--- config.mk ---
export PLATFORM = sky130hd
export DESIGN_NAME = i2s_receiver
export DESIGN_NICKNAME = d
export VERILOG_FILES = /design/src/rtl/audio_pkg.sv /design/src/rtl/i2s_pin_sync.sv /design/src/rtl/i2s_receiver.sv
export SDC_FILE = /design/constraint.sdc
export NUM_CORES = 1
export LEC_CHECK = 0
export CAP_MARGIN = 20
export CELL_PAD_IN_SITES_DETAIL_PLACEMENT = 0
export CELL_PAD_IN_SITES_GLOBAL_PLACEMENT = 1
export CORE_ASPECT_RATIO = 1.2
export CORE_UTILIZATION = 40
export DETAILED_ROUTE_END_ITERATION = 6
export GPL_ROUTABILITY_DRIVEN = 0
export PLACE_DENSITY = 0.79
export SLEW_MARGIN = 20
export SYNTH_ARGS = -nofsm -noshare
export SYNTH_HDL_FRONTEND = slang
export SYNTH_SLANG_ARGS = --single-unit
--- constraint.sdc ---
create_clock -name CLK -period 1.6 [get_ports CLK]
set_input_delay 0.24 -clock CLK [delete_from_list [all_inputs] [get_ports CLK]]
set_output_delay 0.24 -clock CLK [all_outputs]
set_load 0.01 [all_outputs]
--- src/rtl/audio_pkg.sv ---
// audio_pkg: constants shared by the I2S transmit and receive paths,
// plus the receiver frame-tracking state encoding.
package audio_pkg;
    localparam int DefaultDataWidth = 16;
    localparam int SysClkHz = 100_000_000;
    localparam int I2sBitClkDiv = 76;
    localparam int FrameWords = 2;
    typedef enum logic [1:0] {RxSync, RxLeft, RxRight} rxState_t;
endpackage

--- src/rtl/i2s_pin_sync.sv ---
// i2s_pin_sync: flop chain for an asynchronous I2S pin with registered rising-edge detect.
module i2s_pin_sync #(
    parameter int Stages = 2
) (
    input  logic CLK,
    input  logic Reset,
    input  logic pin,
    output logic level,
    output logic rise
);
    logic [Stages-1:0] chain;

    always_ff @(posedge CLK) begin
        if (!Reset) begin
            chain <= '0;
            level <= 1'b0;
            rise  <= 1'b0;
        end else begin
            chain <= (chain << 1) | Stages'(pin);
            level <= chain[Stages-1];
            rise  <= chain[Stages-1] & ~level;
        end
    end
endmodule

--- src/rtl/i2s_receiver.sv ---
// i2s_receiver: synchronizes an external I2S stream and delivers {left, right} frames
// through a single-entry valid/ready holding register.
module i2s_receiver
    import audio_pkg::*;
#(
    parameter int DataWidth  = DefaultDataWidth,
    parameter int SyncStages = 2
) (
    input  logic                   CLK,
    input  logic                   Reset,
    input  logic                   Enable,
    input  logic                   I2S_CLK,
    input  logic                   I2S_WS,
    input  logic                   I2S_DATA,
    output logic [2*DataWidth-1:0] OutputData,
    output logic                   DataValid,
    input  logic                   DataReady,
    output logic                   Overrun,
    output logic                   FrameError,
    input  logic                   ClearStatus
);
    localparam int CntW = $clog2(DataWidth + 1);

    logic                   clkRise;
    logic [SyncStages:0]    wsChain;
    logic [SyncStages:0]    dataChain;
    logic                   ws;
    logic                   bitIn;
    rxState_t               state;
    logic                   lastWs;
    logic [CntW-1:0]        bitCnt;
    logic [CntW-1:0]        cntNext;
    logic [DataWidth-1:0]   shiftReg;
    logic [DataWidth-1:0]   wordNext;
    logic [DataWidth-1:0]   leftWord;
    logic [2*DataWidth-1:0] frameData;
    logic                   frameDone;
    logic                   boundary;
    logic                   shortWord;

    i2s_pin_sync #(.Stages(SyncStages)) clkSync (
        .CLK  (CLK),
        .Reset(Reset),
        .pin  (I2S_CLK),
        .level(),
        .rise (clkRise)
    );

    // One flop longer than the clock chain so WS/DATA line up with the registered edge pulse
    always_ff @(posedge CLK) begin
        if (!Reset) begin
            wsChain   <= '0;
            dataChain <= '0;
        end else begin
            wsChain   <= {wsChain[SyncStages-1:0], I2S_WS};
            dataChain <= {dataChain[SyncStages-1:0], I2S_DATA};
        end
    end

    assign ws    = wsChain[SyncStages];
    assign bitIn = dataChain[SyncStages];

    always_comb begin
        wordNext  = bitCnt < CntW'(DataWidth) ? {shiftReg[DataWidth-2:0], bitIn} : shiftReg;
        cntNext   = bitCnt < CntW'(DataWidth) ? bitCnt + CntW'(1) : bitCnt;
        boundary  = clkRise && (ws != lastWs);
        shortWord = cntNext < CntW'(DataWidth);
    end

    // The boundary bit is the LSB slot of the word that is ending
    always_ff @(posedge CLK) begin
        if (!Reset) begin
            state      <= RxSync;
            lastWs     <= 1'b0;
            bitCnt     <= '0;
            shiftReg   <= '0;
            leftWord   <= '0;
            frameData  <= '0;
            frameDone  <= 1'b0;
            FrameError <= 1'b0;
        end else begin
            frameDone  <= 1'b0;
            FrameError <= 1'b0;
            if (clkRise)
                lastWs <= ws;
            if (!Enable) begin
                state    <= RxSync;
                bitCnt   <= '0;
                shiftReg <= '0;
            end else if (clkRise) begin
                bitCnt   <= boundary ? '0 : cntNext;
                shiftReg <= boundary ? '0 : wordNext;
                if (boundary) begin
                    case (state)
                        RxSync: if (!ws) state <= RxLeft;
                        RxLeft: begin
                            if (shortWord) begin
                                FrameError <= 1'b1;
                                state      <= RxSync;
                            end else begin
                                leftWord <= wordNext;
                                state    <= RxRight;
                            end
                        end
                        RxRight: begin
                            if (shortWord) begin
                                FrameError <= 1'b1;
                                state      <= RxSync;
                            end else begin
                                frameData <= {leftWord, wordNext};
                                frameDone <= 1'b1;
                                state     <= RxLeft;
                            end
                        end
                        default: state <= RxSync;
                    endcase
                end
            end
        end
    end

    always_ff @(posedge CLK) begin
        if (!Reset) begin
            OutputData <= '0;
            DataValid  <= 1'b0;
            Overrun    <= 1'b0;
        end else begin
            if (frameDone && (!DataValid || DataReady)) begin
                OutputData <= frameData;
                DataValid  <= 1'b1;
            end else if (DataValid && DataReady) begin
                DataValid <= 1'b0;
            end
            if (frameDone && DataValid && !DataReady)
                Overrun <= 1'b1;
            else if (ClearStatus)
                Overrun <= 1'b0;
        end
    end
endmodule

---- After elaboration in Yosys (flattened, before gate mapping) ----
Cells that the tools add are included.
storage, ports and cells
  ROM bits ................................ 0
  input port bits ......................... 8
  bits in writable memories ............... 0
  logic and storage cells ................. 59
  bits in latches ......................... 0
  memories ................................ 0
  register bits after elaboration ......... 118
cells by class
  equality and inequality tests ........... 4
  add/sub/neg operators ................... 1
  divide/modulo/power cells ............... 0
  bitwise gates (word level) .............. 4
  reduce and logical (&&, ||, !) cells .... 18
  shifts and indexed selects .............. 0
  magnitude comparators ................... 2
  mux-type cells .......................... 14
  multipliers ............................. 0
operators by type and width
  kind                   number
  $mux W16               2
  $reduce_and A5 Y1      4
  $lt A5 B5 Y1 const B   2
  $mux W5                2
  $mux W1                7
  $pmux W2 S3            1
  $add A5 B1 Y5 const B  1
  $logic_and A1 B1 Y1    5
  $mux W2                2
  $reduce_bool A2 Y1     2
  $reduce_and A3 Y1      1
  $eq A2 B1 Y1 const B   1
  $eq A2 B2 Y1 const B   1
  $logic_not A1 Y1       2
  $logic_not A2 Y1       1
  $ne A2 B2 Y1 const B   1
  $not A1 Y1             2
  $or A2 B1 Y2           1
  $reduce_and A2 Y1      1
  $reduce_or A2 Y1       1
  $and A1 B1 Y1          1
  $logic_or A1 B1 Y1     1
  $ne A1 B1 Y1           1

---- Depth between registers and ports, before layout ----
Gate-level depths: netlist of run 1.
  depth after elaboration ................. 5
  mapped depth ............................ 6
  depth with buffers taken out ............ 5

---- Cells and area by module ----
From an unflattened synthesis of run 1, not the netlist that was laid out.
unflattened totals
  cells, all modules ...................... 473
  area, all modules ....................... 4599.4 um2
by module, submodules not included
  module        area an instance (um2)  cells each  instances
  i2s_receiver  4488.1                  465         1
  i2s_pin_sync  111.4                   8           1

---- Least setup slack after synthesis of run 1 ----
No wires, ideal clock.
  path type ............................... register to register
  from .................................... register lastWs
  to ...................................... register shiftReg[12]
  arrival ................................. 1.331 ns
  setup slack ............................. 0.151 ns
  required time ........................... 1.483 ns
  path buffers ............................ 2
  library setup time ...................... 0.117 ns
  cell stages (with the launch flop) ...... 6
  period minus slack after synthesis ...... 1.449 ns
  path through ............................ dfxtp_1 -> buf_2 -> xor2_4 -> o21ai_0 -> buf_2 -> a32o_1
on the way
  cells in the longest elaborated chain, start to end .. 3
ends and longest elaborated chain
  item                      RTL line            RTL
  start: declaration        i2s_receiver.sv:30  logic lastWs;
  start signal: assignment  i2s_receiver.sv:85  lastWs <= ws;
  $ne A1 B1 Y1              i2s_receiver.sv:66  boundary = clkRise && (ws != lastWs);
  $logic_and A1 B1 Y1       i2s_receiver.sv:66
  $mux W16                  i2s_receiver.sv:92  shiftReg <= boundary ? '0 : wordNext;
  end signal: assignment    i2s_receiver.sv:92
  end: declaration          i2s_receiver.sv:33  logic [DataWidth-1:0] shiftReg;
Every way passes these cells.
A chain may end at the register's enable or synchronous reset.

---- Final worst setup path of run 1 ----
  from .................................... register OutputData[14]
  to ...................................... output OutputData[14]
RTL lines
  item                      RTL line             RTL
  start: declaration        i2s_receiver.sv:15   output logic [2*DataWidth-1:0] OutputData,
  start signal: assignment  i2s_receiver.sv:129  OutputData <= frameData;
No word-level cell between the ends.

==> impl_metrics.yaml, run 1 <==
drt:
  avgRoutedWirePerCell_um: 14.14
  vias: 3447
  viasPerCell: 5.025
  wl_um: 9702
  drt-initial-drc-count: 114
  final_antenna_net_count: 0
  first_pass_iters: 4
  route.detailed.drc: 0
grt:
  grt_overflow: 0
  first_global_vias: 3327
  grt_use_total: 0.1655
  grt_max_degree: 39
  antenna_found_initial: 0
  grt_pass1_wl_um: 15520
layout:
  fillers: 1040
  final_nets: 532
  area_growth_pct: 28.26
  seq_area_um2: 2366
  layout_common_cells: "dfxtp_1, nand2_1, mux2i_1"
  n_antenna_cell: 0
  final_common_cell: "dfxtp_1"
  fin_util: 0.5321
  multiInputGateArea_um2: 2069
  drive_above_1_share: 0.1466
synth:
  synth-seq-cells: 118
  seq_area_frac_synth: 0.5111
  yosys_warnings: 0
  synth_edf_count: 0
  synthCells: 474
  synth_flop_cell: "dfxtp_1"
  synth_top_area_cell: "dfxtp_1"
  syn_area_um2: 4622
  synth_top_cells_by_area: "dfxtp_1, mux2i_1, nand2_1, a21oi_1, mux2_2"
  avgSynthCellArea_um2: 9.751
  yosysUniqueCellTypes: 37
  synth_top_area_frac: 0.5111
  synthesis.nets: 487
  synth-async-reset-ratio: 0
cts:
  worstSkewPairLatency_ns: 0.40
  cts-hold-fix-buffers: 0
  cts_made_buffers: 17
  cts_tree: "built"
  cts_setup_buffers: 0
  cts_max_level: 4
  root_buffer: "clkbuf_16"
  cts.sinks: 118
  clk_pin_slew_worst_paths_ns: 0.05
  cts_buffer_depth: 2
worst_setup_path:
  endpoint_kind: "primary output"
  crit_family: "buffers and inverters"
  path_cells: "clkdlybuf4s50_1"
  slowest_stage: "clkdlybuf4s50_1"
  crit_type: "flip-flop to primary output"
  crit_buf_inv: 1
  cp.required_ns: 1.36
  crit_fanout: 2
  crit_arrival_ns: 1.29
  worst_setup_path_start_kind: "flip-flop"
  slowest_delay_ns: 0.54
sta:
  setup_ws_ns: 0.06942
  fmax_mhz: 653.3
  setup_violations: 0
  rsz0062_at_grt: "false"
  period_share: 0.9566
  final.min_clock_period_ns: 1.531
  hold_violations: 0
  skew_ns: 0.005195
  worst_pin_slew_ns: 0.5947
  slew-limit-headroom: 0.6009
  slew_viol_final: 0
floorplan:
  die_x_um: 100.1
  dieHeight_um: 119.8
  dieArea_um2: 11990
  core.rowCount: 42
  pin_count: 43
  core_area_um2: 11140
  start_util: 0.4149
power_and_ir_drop:
  power.density_nw_per_um2: 1110
  max-vdd-ir-drop_v: 0.0006523
  power_leakage_nw: 2.430
worst_hold_path:
  hold_class: "input port to flip-flop"
placement:
  post-place-ws_ns: -0.04359
  hpwlAfterDp_um: 6256
  numPortBuffers: 42
job:
  cap_violations: 0
outcome:
  outcome: "finished clean"
## synthesized netlist by cell type, types with 2 or more instances
cell,count
dfxtp_1,118
nand4_1,2
nor2_1,9
buf_1,4
nor3_1,2
nor4_1,2
mux2_2,16
and2_1,11
a21oi_1,38
a32o_1,11
buf_2,6
nor2b_1,3
clkbuf_1,24
ha_1,5
mux2i_1,55
a31o_2,2
inv_1,6
buf_6,4
nand2b_1,3
nand2_1,68
o21ai_0,34
nand3_1,35
nand4_4,2
## stage by stage
stage	total power (W)	setup TNS [ns]	std cells	hold WS, ns	area [µm²]
2_1_floorplan	0.003083	0	474	0.3673	4622
3_3_place_gp	0.003141	0	651	0.3719	5293
3_5_place_dp	0.003143	-0.6275	651	0.3811	5293
4_1_cts	0.006651	0	683	0.2247	5856
5_1_grt	0.006799	0	686	0.2288	5928
6_report	0.006578	0	686	0.2253	5928
## flip-flops by register name (all words and copies together), names as in the netlist, 2 cells and up
register / flops
OutputData: 32
bitCnt: 5
clkSync.chain: 2
dataChain: 3
frameData: 32
leftWord: 16
shiftReg: 16
state: 2
wsChain: 3
## metal layers
| metal | vias up | track usage | share of wire |
|---|---|---|---|
| met4 | 0 | 0.06250 | 0.013 |
| met3 | 11 | 0.04718 | 0.022 |
| met5 | - | 0 | 0 |
| li1 | 1755 | - | - |
| met1 | 1631 | 0.1899 | 0.45 |
| met2 | 50 | 0.2885 | 0.52 |
## worst register-to-register path: cells and delay by family, from the launching register on
family | cells | cell delay, ns
simple gates | 2 | 0.62
compound gates | 1 | 0.07
buf+inv | 1 | 0.08
fa+ha+maj | 1 | 0.23
flops | 1 | 0.38
## power by group
part | internal, W | total [W] | switching [W]
Sequential | 0.00295 | 0.00296 | 0.00000506
Combinational | 0.0000503 | 0.000124 | 0.0000734
Clock | 0.00224 | 0.00350 | 0.00126
Total | 0.00524 | 0.00658 | 0.00134
## what timing repair did
action                                 4_1_cts  5_1_grt
pin swaps                                    0        1
resized for setup                            1        5
endpoints found under the hold margin        0        0
gates cloned                                 0        3
setup endpoints to repair                    5       22
## final cells by class
| class | count | area share |
|---|---|---|
| sequential | 118 | 0.3991 |
| multi-input combinational | 311 | 0.3491 |
| timing repair buffer | 64 | 0.1214 |
| clock buffer | 23 | 0.08062 |
| tap | 154 | 0.03250 |
| clock inverter | 9 | 0.01287 |
| inverter | 7 | 0.004432 |
## cells by family after synthesis
kind of cell             share of synthesized area
multiplexers                                0.1581
AND/OR/NAND/NOR                             0.1511
XOR/XNOR                                  0.007852
flip-flops                                  0.5111
AO/OA/AOI/OAI                               0.1137
adder cells (fa/ha/maj)                    0.01354
buffers and inverters                      0.04467
## worst paths after layout
path                              to  slack [ns]                        start  cells past startpoint
min reg2reg  clkSync.rise$_SDFF_PN0_        0.38     clkSync.level$_SDFF_PN0_                      1
min            wsChain[0]$_SDFF_PN0_        0.23                        Reset                      2
max reg2reg    state[0]$_SDFFE_PP0P_        0.10        state[1]$_SDFFE_PP0P_                      5
max                   OutputData[14]        0.07  OutputData[14]$_SDFFE_PN0P_                      1
(Power assumes the default switching activity.)
==> run 2: changes to the inputs <==
--- a/config.mk
+++ b/config.mk
@@ -12,7 +12,7 @@
 export CORE_UTILIZATION = 40
 export DETAILED_ROUTE_END_ITERATION = 6
 export GPL_ROUTABILITY_DRIVEN = 0
-export PLACE_DENSITY = 0.79
+export PLACE_DENSITY = 0.81
 export SLEW_MARGIN = 20
 export SYNTH_ARGS = -nofsm -noshare
 export SYNTH_HDL_FRONTEND = slang
==> impl_metrics.yaml, run 2 (synthesis results as in run 1) <==
grt:
  first_global_vias: 3367
  grt_max_degree: 51
  top_usage_layer: "met2"
  grt_overflow: 0
  met3_usage: 0.04718
  grt_pass1_wl_um: 15840
  grt_util_met1: 0.1988
  gr-usage-met2: 0.2860
  antenna_found_initial: 0
  grt_use_total: 0.1692
floorplan:
  start_util: 0.4149
  pin_count: 43
  die_x_um: 100.1
  core_area_um2: 11140
  dieArea_um2: 11990
  dieHeight_um: 119.8
  core.rowCount: 42
power_and_ir_drop:
  total_power_w: 0.006977
  p_sw_w: 0.001331
  switching_share: 0.1908
  pwr-share-comb: 0.016
  power.clock.fraction: 0.560
  max-vdd-ir-drop_v: 0.0006318
  power_leakage_nw: 2.426
  internal_power_w: 0.005646
  p_seq_frac: 0.424
  power.density_nw_per_um2: 1182
sta:
  final.min_clock_period_ns: 1.525
  slew-limit-headroom: 0.4453
  period_share: 0.9532
  skew_ns: 0.01052
  slew_viol_final: 0
  setup_tns_ns: 0
  setup_violations: 0
  rsz0062_at_grt: "false"
  hold_violations: 0
  fmax_mhz: 655.7
  worst_pin_slew_ns: 0.8312
drt:
  viasPerCell: 5.035
  route.detailed.drc: 0
  first_pass_iters: 4
  drt-initial-drc-count: 171
  wl_um: 9465
  vias: 3444
  final_antenna_net_count: 0
  avgRoutedWirePerCell_um: 13.84
worst_setup_path:
  r2r_slack_ns: 0.09
  endpoint_kind: "primary output"
  path_depth: 1
  path_cells: "clkdlybuf4s50_1"
  crit_type: "flip-flop to primary output"
  crit_family: "buffers and inverters"
  crit_fanout: 2
  slowest_delay_ns: 0.54
  crit_arrival_ns: 1.29
  worst_setup_path_start_kind: "flip-flop"
  cp.required_ns: 1.36
  slowest_stage: "clkdlybuf4s50_1"
  reg2reg_depth: 5
  crit_buf_inv: 1
cts:
  clk_pin_slew_worst_paths_ns: 0.06
  cts_tree: "built"
  worstSkewPairLatency_ns: 0.40
  cts.sinks: 118
  cts_max_level: 4
  cts_made_buffers: 17
  cts_buffer_depth: 2
  root_buffer: "clkbuf_16"
placement:
  hpwlAfterDp_um: 6096
  placed_cell_area_um2: 5243
  numPortBuffers: 42
layout:
  final_common_cell: "dfxtp_1"
  n_antenna_cell: 0
  fin_area_um2: 5903
  area_growth_pct: 27.72
  fin_util: 0.5299
  final_nets: 530
  layout_common_cells: "dfxtp_1, nand2_1, mux2i_1"
  largestRegisters: "OutputData: 32 flops, frameData: 32 flops"
  drive_above_1_share: 0.1358
outcome:
  outcome: "finished clean"
job:
  cap_violations: 0
worst_hold_path:
  holdPathStages: 4
  hold_class: "input port to flip-flop"
run 2: area by class of cell:
type	instances	area, µm²
clock buffer	25	505.5
multi-input combinational	311	2067
inverter	7	26.28
clock inverter	7	116.4
sequential	118	2362
tap	154	192.7
timing repair buffer	62	633.1
fill	1021	5238
run 2: final timing paths:
check	from	end
max	OutputData[8]$_SDFFE_PN0P_	OutputData[8]
min	Reset	state[1]$_SDFFE_PP0P_
max reg2reg	bitCnt[0]$_SDFFE_PP0P_	frameData[21]$_SDFFE_PN0P_
min reg2reg	clkSync.level$_SDFF_PN0_	clkSync.rise$_SDFF_PN0_
run 2: what timing repair did:
| action | 4_1_cts | 5_1_grt |
|---|---|---|
| resized for setup | 1 | 1 |
| gates cloned | 0 | 1 |
| setup buffers | 0 | 0 |
| hold buffers | 0 | 0 |
| setup endpoints to repair | 11 | 28 |
run 2: power groups by stage:
stage               Clock (W)  Sequential [W]  Combinational [W]
global placement            0         0.00302           0.000112
floorplan                   0         0.00302          0.0000672
detailed placement          0         0.00302           0.000114
finish                0.00391         0.00296           0.000114
CTS                   0.00398         0.00296           0.000115
global route          0.00410         0.00295           0.000125
run 2: routing by layer:
metal | wire [µm] | share of wire | vias to the layer above
li1 | - | - | 1748
met1 | 4308 | 0.46 | 1643
met2 | 4789 | 0.51 | 43
met3 | 257 | 0.027 | 10
met4 | 110 | 0.012 | 0
met5 | 0 | 0 | -
run 2: worst register-to-register path: stages (launching register included):
cell,delay (ns)
dfxtp_1,0.33
ha_1,0.25
a31o_4,0.30
nand4_4,0.15
clkbuf_16,0.22
mux2i_1,0.20
run 2: metrics by stage:
| step | hold slack (ns) | worst slack (ns) | instances |
|---|---|---|---|
| 6_report | 0.2645 | 0.07483 | 684 |
| 5_1_grt | 0.2547 | 0.006002 | 684 |
| 4_1_cts | 0.2503 | 0.01032 | 683 |
| 3_5_place_dp | 0.3850 | -0.4853 | 651 |
| 3_3_place_gp | 0.3723 | -0.4185 | 651 |
| 2_1_floorplan | 0.3673 | 0.1514 | 474 |
